==> config.mk <==
export PLATFORM = sky130hd
export DESIGN_NAME = oam_dma
export DESIGN_NICKNAME = d
export VERILOG_FILES = /design/src/rtl/oam_dma.sv
export SDC_FILE = /design/constraint.sdc
export NUM_CORES = 1
export LEC_CHECK = 0
export BUFFER_PORTS_ARGS = -buffer_cell sky130_fd_sc_hd__buf_2
export CORE_MARGIN = 5
export CORE_UTILIZATION = 40
export DETAILED_ROUTE_END_ITERATION = 16
export MAX_ROUTING_LAYER = met4
export PLACE_DENSITY = 0.65
export SLEW_MARGIN = 20
export SYNTH_ARGS = -nofsm -noshare
export SYNTH_HDL_FRONTEND = slang
export SYNTH_SLANG_ARGS = --single-unit
==> constraint.sdc <==
create_clock -name clock -period 2.1 [get_ports clock]
set_clock_uncertainty 0.05 [all_clocks]
set_input_delay 0.105 -clock clock [delete_from_list [all_inputs] [get_ports clock]]
set_output_delay 0.105 -clock clock [all_outputs]
set_load 0.02 [all_outputs]
==> src/rtl/oam_dma.sv <==
// OAM DMA engine: copies NBYTES bytes from {page,00} on the source bus to OAM at FE00.
// Optional OAM_DMA_ECHO_MIRROR_EN remaps latched pages E0-FF down to C0-DF.
module oam_dma #(
  parameter int READ_LAT = 2,
  parameter int NBYTES   = 160
) (
  input  logic        clock,
  input  logic        reset_n,
  input  logic [7:0]  dma_page,
  output logic [15:0] A_src,
  input  logic [7:0]  Di_src,
  output logic        rd_src,
  output logic [15:0] A_oam,
  output logic [7:0]  Do_oam,
  output logic        wr_oam,
  output logic        busy,
  output logic        done
);

  typedef enum logic [1:0] {IDLE, READ, WAIT, WRITE} state_t;

  state_t      state, state_n;
  logic [7:0]  page, page_n, idx, idx_n, page_eff;
  logic [2:0]  cnt, cnt_n;
  logic [15:0] a_src_n, a_oam_n;
  logic [7:0]  do_n;
  logic        rd_n, wr_n, busy_n, done_n;

  always_ff @(posedge clock or negedge reset_n) begin
    if (!reset_n) begin
      state  <= IDLE;
      page   <= '0;
      idx    <= '0;
      cnt    <= '0;
      A_src  <= '0;
      rd_src <= 1'b0;
      A_oam  <= '0;
      Do_oam <= '0;
      wr_oam <= 1'b0;
      busy   <= 1'b0;
      done   <= 1'b0;
    end else begin
      state  <= state_n;
      page   <= page_n;
      idx    <= idx_n;
      cnt    <= cnt_n;
      A_src  <= a_src_n;
      rd_src <= rd_n;
      A_oam  <= a_oam_n;
      Do_oam <= do_n;
      wr_oam <= wr_n;
      busy   <= busy_n;
      done   <= done_n;
    end
  end

  // Outputs are registered: each branch sets the output values for the state being entered.
  always_comb begin
    state_n  = state;
    page_n   = page;
    idx_n    = idx;
    cnt_n    = cnt;
    a_src_n  = A_src;
    rd_n     = rd_src;
    a_oam_n  = A_oam;
    do_n     = Do_oam;
    wr_n     = 1'b0;
    busy_n   = busy;
    done_n   = 1'b0;
    page_eff = dma_page;
`ifdef OAM_DMA_ECHO_MIRROR_EN
    if (dma_page >= 8'hE0) page_eff = dma_page - 8'h20;
`endif
    // A pulse starts from IDLE or aborts any running transfer without a done pulse.
    if (dma_page != 8'h00) begin
      state_n = READ;
      page_n  = page_eff;
      idx_n   = 8'h00;
      a_src_n = {page_eff, 8'h00};
      rd_n    = 1'b1;
      busy_n  = 1'b1;
    end else begin
      case (state)
        IDLE: ;
        READ: begin
          state_n = WAIT;
          cnt_n   = 3'(READ_LAT - 1);
        end
        WAIT: begin
          if (cnt == 3'd0) begin
            state_n = WRITE;
            do_n    = Di_src;
            rd_n    = 1'b0;
            wr_n    = 1'b1;
            a_oam_n = 16'hFE00 + {8'h00, idx};
          end else begin
            cnt_n = cnt - 3'd1;
          end
        end
        WRITE: begin
          if (idx == 8'(NBYTES - 1)) begin
            state_n = IDLE;
            busy_n  = 1'b0;
            done_n  = 1'b1;
          end else begin
            state_n = READ;
            idx_n   = idx + 8'd1;
            a_src_n = {page, idx + 8'd1};
            rd_n    = 1'b1;
          end
        end
        default: state_n = IDLE;
      endcase
    end
  end

endmodule

Yosys cells after proc, flatten, opt, wreduce, memory -nomap -nowiden

Index checks and enable logic that the tools add are counted.

Bits in latches: 0
Memory bits (writable): 0
Bits in read-only memories: 0
Output and inout bits: 44
Register bits: 65
Memories kept: 0

Multipliers: 0
Shifts and indexed selects: 0
$lt $le $gt $ge: 0
Bitwise gates (word level): 1
Reductions and logical operators: 13
Multiplexer cells: 25
Div/mod/pow operators: 0
Add/subtract/negate cells: 3
Eq/ne operators: 8

Operators with widths:

| operator                | number |
|---|---|
| $mux W16                | 3 |
| $mux W8                 | 3 |
| $mux W1                 | 13 |
| $add A10 B9 Y11 const A | 1 |
| $reduce_and A3 Y1       | 3 |
| $add A8 B1 Y8 const B   | 1 |
| $eq A8 B8 Y1 const B    | 1 |
| $reduce_bool A8 Y1      | 1 |
| $ne A3 B3 Y1 const B    | 2 |
| $pmux W2 S3             | 1 |
| $pmux W3 S2             | 1 |
| $reduce_and A2 Y1       | 3 |
| $reduce_bool A2 Y1      | 3 |
| $eq A2 B2 Y1 const B    | 2 |
| $mux W2                 | 2 |
| $ne A2 B2 Y1 const B    | 2 |
| $reduce_bool A4 Y1      | 1 |
| $logic_not A3 Y1        | 1 |
| $mux W3                 | 1 |
| $reduce_bool A3 Y1      | 1 |
| $sub A3 B1 Y3 const B   | 1 |
| $eq A2 B1 Y1 const B    | 1 |
| $pmux W1 S2             | 1 |
| $not A1 Y1              | 1 |

Depth between registers and ports, before layout

Gate-level depths: netlist of run 1.

Depth after elaboration: 4
Depth in mapped cells: 8
Gate-level depth less buffers: 6

Least setup slack after synthesis of run 1

Ideal clock, no wire load.

Kind: register to register
From: register cnt[0]
To: register A_oam[0]
Library setup time: 125 ps
Data arrival time: 1715 ps
Stages on the path, launching flop included: 9
Required time: 1925 ps
Path slack: 210 ps
Period minus slack after synthesis: 1890 ps
Cell sequence: dfrtp_1 > inv_1 > ha_1 > nand2b_1 > clkbuf_1 > or3_1 > buf_6 > buf_6 > mux2_4

Word-level cells in the longest chain between the ends: 2

RTL lines:

| what                        | RTL line | source |
|---|---|---|
| start: declaration          | 24       | `logic [2:0] cnt, cnt_n;` |
| start signal: assignment    | 46       | `cnt <= cnt_n;` |
| $logic_not A3 Y1            | 90       | `if (cnt == 3'd0) begin` |
| $reduce_and A3 Y1 (no line) | --       |  |
| end signal: assignment      | 49       | `A_oam <= a_oam_n;` |
| end: declaration            | 13       | `output logic [15:0] A_oam,` |

No other way between the ends.
A chain may end at the register's enable or synchronous reset.

Worst setup path after layout of run 1

From: input port dma_page[1]
To: register Do_oam[2]

Word-level cells in the longest chain between the ends: 3

RTL lines:

| what                        | RTL line | source |
|---|---|---|
| start: declaration          | 9        | `input logic [7:0] dma_page,` |
| $reduce_bool A8 Y1          | 75       | `if (dma_page != 8'h00) begin` |
| $not A1 Y1 (no line)        | --       |  |
| $reduce_and A3 Y1 (no line) | --       |  |
| end signal: assignment      | 50       | `Do_oam <= do_n;` |
| end: declaration            | 14       | `output logic [7:0] Do_oam,` |

No other way between the ends.

==> flow_summary.toml, run 1 <==
[grt]
track_usage = 0.138
grt_pass1_vias = 1662
grt_pass1_wl_um = 7850
grt_overflow = 0
grt_max_degree = 51
antenna_found_initial = 0

[cts]
cts.htree.levels = 2
cts_made_buffers = 5
cts_max_path_buffers = 2
postCtsSetupBuffers = 0
clkLatencyLatePin_ns = 0.30
ctsRootBufferMaster = "clkbuf_8"
clock-sinks = 50
clk_pin_slew_ns = 0.08
cts_tree = "yes"

[yosys]
synth_seq_cells = 50
synth_cells = 182
synth_compound_area_frac = 0.151
syn_area_per_cell_um2 = 12.4
synth-simple-area-share = 0.0915
synth_area_leader_cell = "dfrtp_1"
syn_nets = 206
synth_top_area_frac = 0.554
async_flop_share = 1.00
synth_edf_count = 0
synth_adder_area_share = 0.0333
ys_types = 42
synth_flop_cell = "dfrtp_1"
synth_top_family_by_area = "compound AO/OA/AOI/OAI gates"
synthTopCellsByArea = "dfrtp_1 (55%), mux2_4 (5.3%), ha_1 (3.3%), o22a_1 (3.1%), a21o_1 (3.0%)"
ys_warn_count = 0
synthMuxAreaShare = 0.102
synth_seq_area_share = 0.554
synthXorXnorAreaFrac = 0.00776
syn_area_um2 = 2260

[worst_setup_path]
end_kind = "flip-flop"
slowest_delay_ns = 0.53
worst-r2r-setup-slack_ns = 0.25
worstReg2RegEnd = "Do_oam[2]"
critPathLaunchType = "input port"
crit_chain = "dlygate4sd3_1 > buf_2 > nor4_4 > nand2_1 > or3_1 > buf_4 > mux2_1"
crit_fanout = 18
cp.arrival_ns = 2.12
cp.required_ns = 2.23
ff2ff_path_depth = 6
reg2reg_from = "state[0]"
path_class = "input port to flip-flop"
cp_slowest_cell = "dlygate4sd3_1"

[min_path]
worstHoldPathType = "input port to flip-flop"
worstHoldStart = "dma_page[4]"
hold_path_depth = 2
min_to = "page[4]"

[floorplan]
die_w_um = 85.1
die_area_um2 = 7250
num_rows = 27
io_pins = 62
start_util = 0.410
placeableCoreArea_um2 = 5510
fp.dieH_um = 85.1

[routing]
highest_layer = "met4"
wl_per_cell_um = 13.9
wl_met3_um = 285
wl_met2_um = 2100
drtAntennaViolNets = 0
drtIter0Drc = 74
drc = 0
dr.pass1.iters = 4
vias = 1616
wirelength_um = 4580
viasPerCell = 4.90
met1_length_um = 2120

[sta]
drv_slew = 0
fin_crit_sh = 0.947
grt_setup_unrepaired = "false"
tightest_slew_ns = 0.618
max_freq_mhz = 503
timing.final.hold_violations = 0
setup_viol = 0
setup_tns_ns = 0
period_minus_slack_ns = 1.99
maxSlewHeadroom = 0.588

[layout]
fin_nets = 281
final_cell_mix = "buf_2 (60), dfrtp_1 (50), dlygate4sd3_1 (15)"
fillers = 509
drive_gt1_frac = 0.357
area_growth_syn_to_layout_pct = 26.2
final_common_cell = "buf_2"
final_cell_count_no_fill = 330
diodes = 0

[power_and_ir_drop]
irDropWorstVdd_v = 0.000317
p_leak_uw = 0.00149
power_density_nw_per_um2 = 579

[outcome]
status = "completed"

[placement]
io_buffers = 60
globalplace.congestion = 0.835
dp_hpwl_um = 3240
placed_cells = 307

[job]
maxCapViolCount = 0
==> critical path, delay by kind of cell <==
kind / cells / cell delay, ns
buffers and inverters: 3 / 0.91
AND/OR/NAND/NOR: 3 / 0.77
multiplexers: 1 / 0.33
==> synthesized netlist by cell type, types with 6 or more instances <==
cell type and count:
mux2_4 8, ha_1 6, o21a_1 8, mux2_2 6
inv_1 9, nor2_1 8, a21o_1 9, o22a_1 8
buf_4 7, dfrtp_1 50, nand2_1 7
==> stage by stage <==
| stage | total power [uW] | worst slack [ns] | area (um^2) | utilization | hold WS (ns) |
|---|---|---|---|---|---|
| 2_1_floorplan | 1040 | 0.210 | 2260 | - | -0.241 |
| 3_3_place_gp | 1090 | 0.313 | 2610 | 0.474 | 0.209 |
| 3_5_place_dp | 1090 | 0.257 | 2610 | 0.474 | 0.202 |
| 4_1_cts | 1680 | 0.0996 | 2850 | 0.517 | 0.00188 |
| 5_1_grt | 1720 | 0.0181 | 2850 | 0.517 | 0.0190 |
| 6_report | 1650 | 0.112 | 2850 | 0.517 | 0.00842 |
==> cells by family (layout without fill, tap and decap cells) <==
kind of cell             after synthesis  count (layout)
AO/OA/AOI/OAI                         46              46
AND/OR/NAND/NOR                       35              35
multiplexers                          18              18
buffers and inverters                 24             100
other                                  1               1
flip-flops                            50              50
adder cells (fa/ha/maj)                6               6
XOR/XNOR                               2               2
==> state kept, by name, indices dropped and copies added (netlist names) <==
name    flops
wr_oam      1
rd_src      1
done        1
A_src      16
cnt         3
page        8
busy        1
Do_oam      8
A_oam       9
state       2
==> how the worst max path moves through the flow <==
stage,slack [ns],to,cells after the start,from
global route,0.02,Do_oam[2],7,dma_page[1]
global placement,0.31,A_src[10],4,A_src[6]
detailed placement,0.26,A_src[11],4,A_src[5]
floorplan,0.21,A_oam[0],8,cnt[0]
CTS,0.1,Do_oam[2],7,dma_page[1]
finish,0.11,Do_oam[2],7,dma_page[1]
==> power by group <==
part	total, uW	switching, uW	leakage (uW)	internal, uW
Combinational	106	56.7	0.000802	49.3
Sequential	987	8.83	0.000641	978
Clock	555	313	0.0000458	242
Total	1650	379	0.00149	1270
==> final cells by class <==
class | instances | area (um^2) | area share
Multi-Input combinational cell | 108 | 873 | 0.307
Clock buffer | 6 | 72.6 | 0.0255
Tap cell | 72 | 90.1 | 0.0316
Timing Repair Buffer | 83 | 510 | 0.179
Sequential cell | 50 | 1250 | 0.439
Inverter | 9 | 33.8 | 0.0119
Clock inverter | 2 | 17.5 | 0.00615
==> routing by layer <==
layer  vias to the layer above  track usage
met5                         -            -
met4                         0       0.0432
met3                         5       0.0340
met2                        47        0.213
met1                       781        0.178
li1                        783            -
==> what timing repair did <==
| item | CTS | global route |
|---|---|---|
| endpoints found under the hold margin | 64 | 0 |
| gates resized for setup | 0 | 0 |
| hold buffers | 15 | 0 |
(Power assumes the default switching activity.)
==> run 2: changes to the inputs <==
- PLACE_DENSITY: 0.65 -> not set
==> run 2 against run 1 <==
  * Via count down 0.62%
  * Fmax increased by 0.93%
  * Setup slack gained 0.018 ns
  * Non-clock buffer count grew 3
  * Core utilization up 1.0 points
  * Routed wire length up 4.6%
  * Critical path depth unchanged
  * Cell count grew 0.91%
  * Global-route usage up 0.78 points
  * Total power grew 6.2%
  * Die area unchanged
  * Sequential cell count is the same
  * Critical path type unchanged
  * Critical endpoint is now Do_oam[4]
==> flow_summary.toml, run 2 (synthesis results as in run 1) <==
[sta]
setup_viol = 0
maxSlewHeadroom = 0.599
grt_setup_unrepaired = "false"
period_minus_slack_ns = 1.97
timing.final.hold_violations = 0
setup_tns_ns = 0
fin_crit_sh = 0.938
drv_slew = 0
tightest_slew_ns = 0.602
max_freq_mhz = 508

[floorplan]
fp.dieH_um = 85.1
die_area_um2 = 7250
placeableCoreArea_um2 = 5510
io_pins = 62
num_rows = 27
start_util = 0.410
die_w_um = 85.1

[cts]
clkLatencyLatePin_ns = 0.30
cts_max_path_buffers = 2
ctsRootBufferMaster = "clkbuf_8"
cts_made_buffers = 5
cts_resized = 0
clk_pin_slew_ns = 0.08
cts_tree = "yes"
cts.htree.levels = 2
postCtsSetupBuffers = 0
clock-sinks = 50

[worst_setup_path]
cp_slowest_cell = "dlygate4sd3_1"
end_kind = "flip-flop"
slowest_delay_ns = 0.53
reg2reg_from = "A_src[5]"
critPathLaunchType = "input port"
cp.arrival_ns = 2.10
critPathLaunch = "dma_page[5]"
crit_fanout = 10
path_buf_inv = 3
cp_top_family = "buffers and inverters"
crit_chain = "dlygate4sd3_1 > buf_2 > nor4_4 > nand2_1 > or3_1 > buf_4 > mux2_4"
path_class = "input port to flip-flop"
cp.required_ns = 2.23

[routing]
drtAntennaViolNets = 0
drtIter0Drc = 88
viasPerCell = 4.82
drc = 0
wl_met2_um = 2200
wl_met3_um = 307
vias = 1606
wirelength_um = 4790
highest_layer = "met4"
dr.pass1.iters = 4
met1_length_um = 2240
wl_per_cell_um = 14.4

[power_and_ir_drop]
switching_share = 0.207
total_power_uw = 1750
clkPwrFrac = 0.371
seq_power_share = 0.564
power_frac_comb = 0.065
power_density_nw_per_um2 = 603
irDropWorstVdd_v = 0.000261
p_leak_uw = 0.00151
switchingPower_uw = 362
intPower_uw = 1390

[layout]
diodes = 0
fillers = 474
largest_register_ffs = 16
top_regs = "A_src (16), A_oam (9)"
final_cell_count_no_fill = 333
multiInputGateArea_um2 = 873
drive_gt1_frac = 0.352
fin_nets = 284
final_common_cell = "buf_2"
area_growth_syn_to_layout_pct = 28.7
final_cell_mix = "buf_2 (60), dfrtp_1 (50), dlygate4sd3_1 (17)"
largest-register = "A_src"
seq_area_um2 = 1250

[grt]
grt_max_degree = 27
grt_overflow = 0
grt_pass1_wl_um = 8420
track_usage = 0.145
antenna_found_initial = 0
grt_pass1_vias = 1710

[outcome]
status = "completed"

[job]
maxCapViolCount = 0

[placement]
globalplace.congestion = 0.810
io_buffers = 60
dp_hpwl_um = 3400
placed_cells = 308

[min_path]
worstHoldStart = "dma_page[2]"
worstHoldPathType = "input port to flip-flop"
## run 2: path summary, 6_finish.rpt
kind / end / slack (ns) / cells after the start
min in group asynchronous: A_oam[4] / 0.30 / 2
setup / recovery: Do_oam[4] / 0.13 / 7
hold reg to reg: page[1] / 0.44 / 1
max in group asynchronous: A_src[6] / 1.16 / 3
hold / removal: A_src[10] / 0.03 / 2
setup reg to reg: A_src[9] / 0.29 / 4
## run 2: layout make-up
cell class,instances,share of cell area
Timing Repair Buffer,86,0.189
Clock inverter,1,0.0103
Sequential cell,50,0.431
Clock buffer,7,0.0263
Multi-Input combinational cell,108,0.301
Tap cell,72,0.0310
Inverter,9,0.0116
## run 2: layer usage
metal  global-route usage  up-vias
li1                     -      792
met1                0.186      755
met2                0.231       52
met3               0.0350        7
met4               0.0388        0
met5                    -        -
## run 2: metrics by stage
stage               instance area [um^2]  hold WS, ns   util  setup WS (ns)
floorplan                           2260       -0.241      -          0.210
global placement                    2630       0.0941  0.477          0.326
detailed placement                  2630        0.100  0.477          0.296
CTS                                 2900      0.00489  0.526          0.120
global route                        2910       0.0426  0.528        0.00655
finish                              2910       0.0340  0.528          0.130
## run 2: power groups by stage
| stage | registers [uW] | logic [uW] | clock network, uW |
|---|---|---|---|
| floorplan | 1020 | 21.4 | 0 |
| global placement | 1010 | 90.6 | 0 |
| global route | 990 | 126 | 711 |
| finish | 988 | 113 | 650 |
| detailed placement | 1010 | 91.6 | 0 |
| CTS | 988 | 114 | 674 |
## run 2: repair_timing
| item | 4_1_cts | 5_1_grt |
|---|---|---|
| endpoints found under the hold margin | 40 | 1 |
| endpoints found under the setup margin | 0 | 1 |
| hold buffers | 16 | 1 |
## run 2: worst register-to-register path: stages, from the launching register on
cell and delay (ns):
dfrtp_1 0.43, or3b_2 0.51, o21ai_1 0.21, nand2_1 0.24, o22a_1 0.27
==> run 3: changes to the inputs <==
- SETUP_SLACK_MARGIN: not set -> 0.4
==> run 3 against run 2 <==
  * Core utilization grew 4.4 points
  * Routed wire length increased by 8.5%
  * Total power is 4.8% lower
  * Setup slack improved by 0.24 ns
  * First-iteration DRC count is 30% higher
  * Via count increased by 7.2%
  * Non-clock buffer count is 16 higher
  * Clock-buffer cell count stayed put
  * Largest power group unchanged
==> flow_summary.toml, run 3 (synthesis results as in run 1) <==
[sta]
period_minus_slack_ns = 1.73
timing.final.hold_violations = 0
max_freq_mhz = 579
grt_setup_unrepaired = "true"
setup_tns_ns = 0
fin_crit_sh = 0.822
drv_slew = 0
setup_viol = 0

[grt]
antenna_found_initial = 0
track_usage = 0.153
grt_overflow = 0
grt_max_degree = 21
grt_pass1_vias = 1746
grt_pass1_wl_um = 8800

[worst_setup_path]
path_class = "flip-flop to flip-flop"
ff2ff_path_depth = 6
cp.arrival_ns = 1.86
cp.required_ns = 2.24
critPathLaunchType = "flip-flop"
reg2reg_from = "state[0]"
crit_fanout = 4
critPathLaunch = "state[0]"
end_kind = "flip-flop"

[layout]
largest-register = "A_src"
final_cell_mix = "buf_2 (60), dfrtp_1 (46), buf_4 (22)"
area_growth_syn_to_layout_pct = 39.5
final_common_cell = "buf_2"
top_regs = "A_src (16), A_oam (9)"
fin_nets = 300
diodes = 0
drive_gt1_frac = 0.469
largest_register_ffs = 16

[floorplan]
io_pins = 62
fp.dieH_um = 85.1
die_w_um = 85.1
num_rows = 27
placeableCoreArea_um2 = 5510
die_area_um2 = 7250
start_util = 0.410

[job]
maxCapViolCount = 0

[min_path]
hold_path_depth = 2
worstHoldStart = "dma_page[4]"
worstHoldPathType = "input port to flip-flop"

[power_and_ir_drop]
seq_power_share = 0.592
intPower_uw = 1300
power_density_nw_per_um2 = 529
switchingPower_uw = 371
p_leak_uw = 0.00161
power_frac_comb = 0.066
total_power_uw = 1670
irDropWorstVdd_v = 0.000347
switching_share = 0.223
clkPwrFrac = 0.342

[cts]
ctsRootBufferMaster = "clkbuf_8"
cts_made_buffers = 5
cts_max_path_buffers = 2
clk_pin_slew_ns = 0.09
cts_tree = "yes"
cts.htree.levels = 2
clkLatencyLatePin_ns = 0.30
clock-sinks = 50

[routing]
wl_per_cell_um = 14.9
dr.pass1.iters = 4
viasPerCell = 4.93
vias = 1722
drtAntennaViolNets = 0
drtIter0Drc = 114
wirelength_um = 5200
drc = 0

[placement]
globalplace.congestion = 0.720
io_buffers = 60
dp_hpwl_um = 3300

[outcome]
status = "completed"
[run 3: cell count changes in the layout (fill, tap and decap cells not counted), sizes merged]
| cell | delta |
|---|---|
| bufinv | -1 |
| buf | +17 |
| dlygate4sd3 | -2 |
| clkbuf | +1 |
| clkinv | +1 |
[run 3: final timing paths]
kind,end,slack (ns)
setup / recovery,A_oam[0],0.37
hold / removal,page[4],0.007
setup reg to reg,A_oam[0],0.37
hold reg to reg,page[0],0.44
max in group asynchronous,A_src[7],1.15
min in group asynchronous,A_oam[1],0.23
[run 3: power groups by stage]
stage | Combinational [uW] | Sequential, uW | Clock [uW]
after floorplan | 21.6 | 1020 | 0
after global placement | 89.5 | 1010 | 0
after CTS | 111 | 987 | 588
after global routing | 123 | 990 | 637
after detailed placement | 89.1 | 1010 | 0
final | 110 | 987 | 570
[run 3: final cells by class]
type	count	area (um^2)
inverter	9	33.8
clock inverter	1	5.00
timing repair buffer	102	711
tap	72	90.1
multi-input combinational	108	967
fill	454	2360
clock buffer	7	86.3
sequential	50	1260
[run 3: what timing repair did]
item | 4_1_cts | 5_1_grt
cloned | 2 | 1
hold buffers | 15 | 0
pin swaps | 2 | 4
gates resized for setup | 15 | 8
buffers inserted | 11 | 5
setup endpoints to repair | 28 | 33
hold endpoints to repair | 32 | 0
[run 3: routing by layer]
metal  vias up  share of wire  GRT usage
met5         -              0          -
met4         0          0.013     0.0388
met3         8          0.064     0.0379
met2        56           0.46      0.240
met1       833           0.46      0.199
li1        825              -          -
[run 3: worst max-delay path, stage by stage (launching register included)]
cell       delay, ns
dfrtp_1         0.41
inv_2           0.07
ha_4            0.13
inv_2           0.04
or3_4           0.44
clkbuf_16       0.18
mux2_4          0.29
[run 3: per-stage QoR]
| step | hold WS [ns] | worst slack (ns) | utilization | cell area, um^2 | instances |
|---|---|---|---|---|---|
| finish | 0.00662 | 0.374 | 0.572 | 3150 | 349 |
| global route | 0.0144 | 0.326 | 0.572 | 3150 | 349 |
| CTS | 0.00179 | 0.354 | 0.554 | 3050 | 343 |
| detailed placement | 0.0183 | 0.223 | 0.478 | 2630 | 307 |
| global placement | 0.0239 | 0.259 | 0.478 | 2630 | 307 |
| floorplan | -0.241 | 0.253 | - | 2300 | 182 |
